[config.mk]
export PLATFORM = sky130hd
export DESIGN_NAME = vga_scan_counter
export DESIGN_NICKNAME = d
export VERILOG_FILES = /design/src/rtl/vga_scan_counter.sv
export SDC_FILE = /design/constraint.sdc
export NUM_CORES = 1
export LEC_CHECK = 0
export BUFFER_PORTS_ARGS = -buffer_cell sky130_fd_sc_hd__clkbuf_2
export CAP_MARGIN = 20
export CORE_ASPECT_RATIO = 1.4
export CORE_MARGIN = 1.5
export CORE_UTILIZATION = 45
export CTS_CLUSTER_DIAMETER = 120
export DETAILED_ROUTE_END_ITERATION = 10
export PLACE_DENSITY = 0.7
export SYNTH_ARGS = -nofsm -noshare
export SYNTH_HDL_FRONTEND = slang
export SYNTH_SLANG_ARGS = --single-unit
[constraint.sdc]
create_clock -name clk -period 2.5 [get_ports clk]
set_clock_uncertainty 0.15 [all_clocks]
set_input_delay 0.125 -clock clk [delete_from_list [all_inputs] [get_ports clk]]
set_output_delay 0.125 -clock clk [all_outputs]
set_load 0.01 [all_outputs]
[src/rtl/vga_scan_counter.sv]
// vga_scan_counter: pixel-rate divider and raster position counters with line/frame strobes; frame counter under VGA_FRAME_COUNT_EN
module vga_scan_counter #(
    parameter int CLK_DIV = 4,
    parameter int H_TOTAL = 800,
    parameter int V_TOTAL = 525
) (
    input  logic       clk,
    input  logic       rst_n,
    input  logic       enable,
    input  logic       clear,
    output logic       pix_tick,
    output logic [9:0] h_count,
    output logic [9:0] v_count,
    output logic       line_end,
    output logic       frame_end
`ifdef VGA_FRAME_COUNT_EN
    ,
    output logic [7:0] frame_count
`endif
);
    localparam int DW = (CLK_DIV > 1) ? $clog2(CLK_DIV) : 1;
    localparam logic [DW-1:0] DIV_LAST = DW'(CLK_DIV - 1);
    localparam logic [9:0] H_LAST = 10'(H_TOTAL - 1);
    localparam logic [9:0] V_LAST = 10'(V_TOTAL - 1);

    generate
        if (CLK_DIV < 1 || CLK_DIV > 16 || H_TOTAL < 2 || H_TOTAL > 1024 || V_TOTAL < 2 || V_TOTAL > 1024) begin : g_bad_param
            $error("vga_scan_counter: parameter out of range");
        end
    endgenerate

    logic [DW-1:0] div_cnt;

    // strobes decode registered state, gated by run control so a frozen or clearing cycle emits nothing
    always_comb begin
        pix_tick  = enable & ~clear & (div_cnt == DIV_LAST);
        line_end  = pix_tick & (h_count == H_LAST);
        frame_end = line_end & (v_count == V_LAST);
    end

    // clock divider: free-runs while enabled, holds its phase while frozen
    always_ff @(posedge clk or negedge rst_n) begin
        if (!rst_n) div_cnt <= '0;
        else if (clear) div_cnt <= '0;
        else if (enable) div_cnt <= (div_cnt == DIV_LAST) ? '0 : div_cnt + DW'(1);
    end

    // raster position: advances one pixel per tick, line wrap carries into the line counter
    always_ff @(posedge clk or negedge rst_n) begin
        if (!rst_n) begin
            h_count <= '0;
            v_count <= '0;
        end else if (clear) begin
            h_count <= '0;
            v_count <= '0;
        end else if (pix_tick) begin
            h_count <= line_end ? '0 : h_count + 10'd1;
            if (line_end) v_count <= frame_end ? '0 : v_count + 10'd1;
        end
    end

`ifdef VGA_FRAME_COUNT_EN
    // completed-frame counter; survives clear, only reset zeroes it
    always_ff @(posedge clk or negedge rst_n) begin
        if (!rst_n) frame_count <= '0;
        else if (frame_end) frame_count <= frame_count + 8'd1;
    end
`endif
endmodule
==> results.yml <==
status:
  status: "completed"
setup_path:
  endpoint_kind: "output port"
  r2r-end: "v_count[7]"
  startpoint_type: "flop"
  reg2reg_from: "h_count[5]"
  cp.arrival_ns: 2.15
  r2r_cells: 4
  required_ns: 2.23
  critPathKind: "reg2out"
  reg2reg_setup_slack_ns: 0.14
  worstPathMaxFanout: 18
run:
  cap_violations: 0
synth:
  syn_avg_cell_area_um2: 8.922
  synth_nets: 146
  ys_seq_area_frac: 0.4472
  synth_cells: 138
  yosysUniqueCellTypes: 34
  synth_warnings: 0
  syn_area_mm2: 0.001231
  synth_seq_cells: 22
clock_network:
  clkLatencyLatePin_ns: 0.31
  cts-root-buf: "clkbuf_4"
  clkTransAtPathRegs_ns: 0.12
  cts_made_buffers: 3
  cts_max_path_buffers: 2
  cts.sinks: 22
  h-tree-depth: 1
  cts_tree: "yes"
floorplanning:
  initial_core_util: 0.4708
  die_h_um: 64.89
  die_x_um: 47.21
  dieArea_mm2: 0.003063
  rows: 22
  core_area_mm2: 0.002615
  pin_count: 27
hold_path:
  hold_class: "in2reg"
  hold_depth: 3
  min_from: "enable"
  worstHoldEndpoint: "h_count[1]"
power_and_ir_drop:
  leakage_nw: 0.6723
  p_comb_frac: 0.065
  peakVddDrop_mv: 0.2475
  pwr-share-clk: 0.329
  switchingPower_mw: 0.1376
  power_frac_seq: 0.606
  p_int_mw: 0.4631
  sw_frac_of_total: 0.2291
  p_per_area_mw_per_mm2: 403.1
place:
  portBuffers: 26
  dp_cells: 197
  hpwl_um: 2053
  dp_slack_ns: 0.1673
  gp_congestion: 0.8948
routing:
  wire_per_inst_um: 14.55
  drt_iter0_drc: 50
  wirelength_um: 2998
  ant_nets: 0
  first_pass_iters: 4
  vias_per_cell: 5.694
  drc: 0
  num_vias: 1173
timing:
  finalSetupViolCount: 0
  max-slew-margin-rel: 0.6217
  hold_slack_ns: 0.03517
  tns_ns: 0
  max_freq_mhz: 412.6
  finalCritPeriodShare: 0.9696
  report.final.slew_viol_count: 0
  worstMarginPinSlew_ns: 0.5675
  worst_slack_ns: 0.07608
  period_needed_ns: 2.424
  rsz0062_at_grt: "no"
  final_hold_viol_count: 0
layout:
  final_cell_mix: "clkbuf_2 (26), dfrtp_1 (22), nand2_1 (12)"
  nFillCells: 247
  seq_area_um2: 550.5
  post_route_cells_drive_above_1_share: 0.2412
  n_antenna_cell: 0
  multi_input_area_um2: 639.4
  layout_commonest_cell: "clkbuf_2"
  syn2layout_area_growth_pct: 21.04
  fin_nets: 179
  layoutNonFillerInstCount: 206
grt:
  grt_antenna_before_repair: 0
  first_global_vias: 1105
  grt_first_pass_wirelength_um: 4926
  grt_start_max_net_pins: 28
  grt_overflow: 0
  grt_use_total: 0.2200
## metal layers
metal / vias up / GRT usage / share of wire
met2: 44 / 0.3682 / 0.55
met4: 0 / 0.09722 / 0.020
met3: 8 / 0.03621 / 0.036
li1: 561 / - / -
met5: - / 0 / 0
met1: 560 / 0.2637 / 0.40
## power groups by stage
stage | clock network (mW) | registers [mW] | logic [mW]
2_1_floorplan | 0 | 0.371 | 0.0197
3_3_place_gp | 0 | 0.371 | 0.0342
3_5_place_dp | 0 | 0.371 | 0.0349
4_1_cts | 0.207 | 0.364 | 0.0396
5_1_grt | 0.224 | 0.365 | 0.0449
6_report | 0.197 | 0.364 | 0.0392
## state kept, by name, summed over array words and instances, names as in the netlist
register	flops
div_cnt	2
v_count	10
h_count	10
## worst max-delay path, cell delays in order, from the launching register on
cell,delay (ns)
dfrtp_1,0.40
or3_1,0.39
or4_4,0.66
nor3_1,0.22
clkbuf_2,0.17
## cell type report
| class | instances | area share |
|---|---|---|
| tap | 36 | 0.03023 |
| timing repair buffer | 35 | 0.1343 |
| multi-input combinational | 104 | 0.4291 |
| inverter | 5 | 0.01259 |
| sequential | 22 | 0.3694 |
| clock buffer | 4 | 0.02435 |
## worst max path at each step
| stage | from | endpoint | slack, ns | depth (start not counted) |
|---|---|---|---|---|
| after floorplan | h_count[0] | v_count[7] | 0.24 | 6 |
| after global placement | div_cnt[0] | v_count[3] | 0.23 | 6 |
| after detailed placement | h_count[1] | v_count[3] | 0.17 | 6 |
| after CTS | h_count[5] | frame_end | 0.07 | 4 |
| after global routing | h_count[5] | frame_end | 0.006 | 4 |
| final | h_count[5] | frame_end | 0.08 | 4 |
## synth_stat cells (all sizes together)
cell type   n  area, um2
and2        1      6.260
o31ai       1      7.510
nor4        2      12.51
nand4b      1      8.760
xor2        1      8.760
o21ai       4      20.02
inv         5      18.77
buf         2      12.51
nand3      10      50.05
a21o        1      7.510
nor2       11      41.29
clkbuf      5      18.77
nor3        9      45.04
nand4       3      18.77
nand2      12      45.04
a32o        1      10.01
a21oi      10      50.05
and3b       1      8.760
nor4bb      1      10.01
nor4b       1      8.760
ha          4      50.05
o211ai      1      7.510
nor2b       1      6.260
and4        1      8.760
or4         4      30.03
xnor2       6      52.55
o32ai       1      8.760
a31oi       3      18.77
dfrtp      22      550.5
and3        4      25.02
or3         6      37.54
nand2b      1      6.260
mux2i       2      20.02
## through the flow
stage                     total power [mW]  utilization  area [um2]
after floorplan                     0.3910            -        1231
after global placement              0.4051       0.5373        1405
after detailed placement            0.4062       0.5373        1405
after CTS                           0.6107       0.5699        1490
after global routing                0.6335       0.5699        1490
final                               0.6007       0.5699        1490
## logic make-up after synthesis
family	share of synthesized area
flip-flops	0.4472
AND/OR/NAND/NOR	0.2998
buffers and inverters	0.04065
XOR/XNOR	0.04980
adder cells (fa/ha/maj)	0.04065
AO/OA/AOI/OAI	0.1057
multiplexers	0.01626
## timing repair
| action | in CTS | in global routing |
|---|---|---|
| resized for setup | 3 | 0 |
| buffers inserted | 5 | 0 |
| hold buffers | 1 | 0 |
| endpoints found under the hold margin | 22 | 0 |
| endpoints found under the setup margin | 2 | 0 |
No activity file was read; power rests on OpenSTA's default activity.
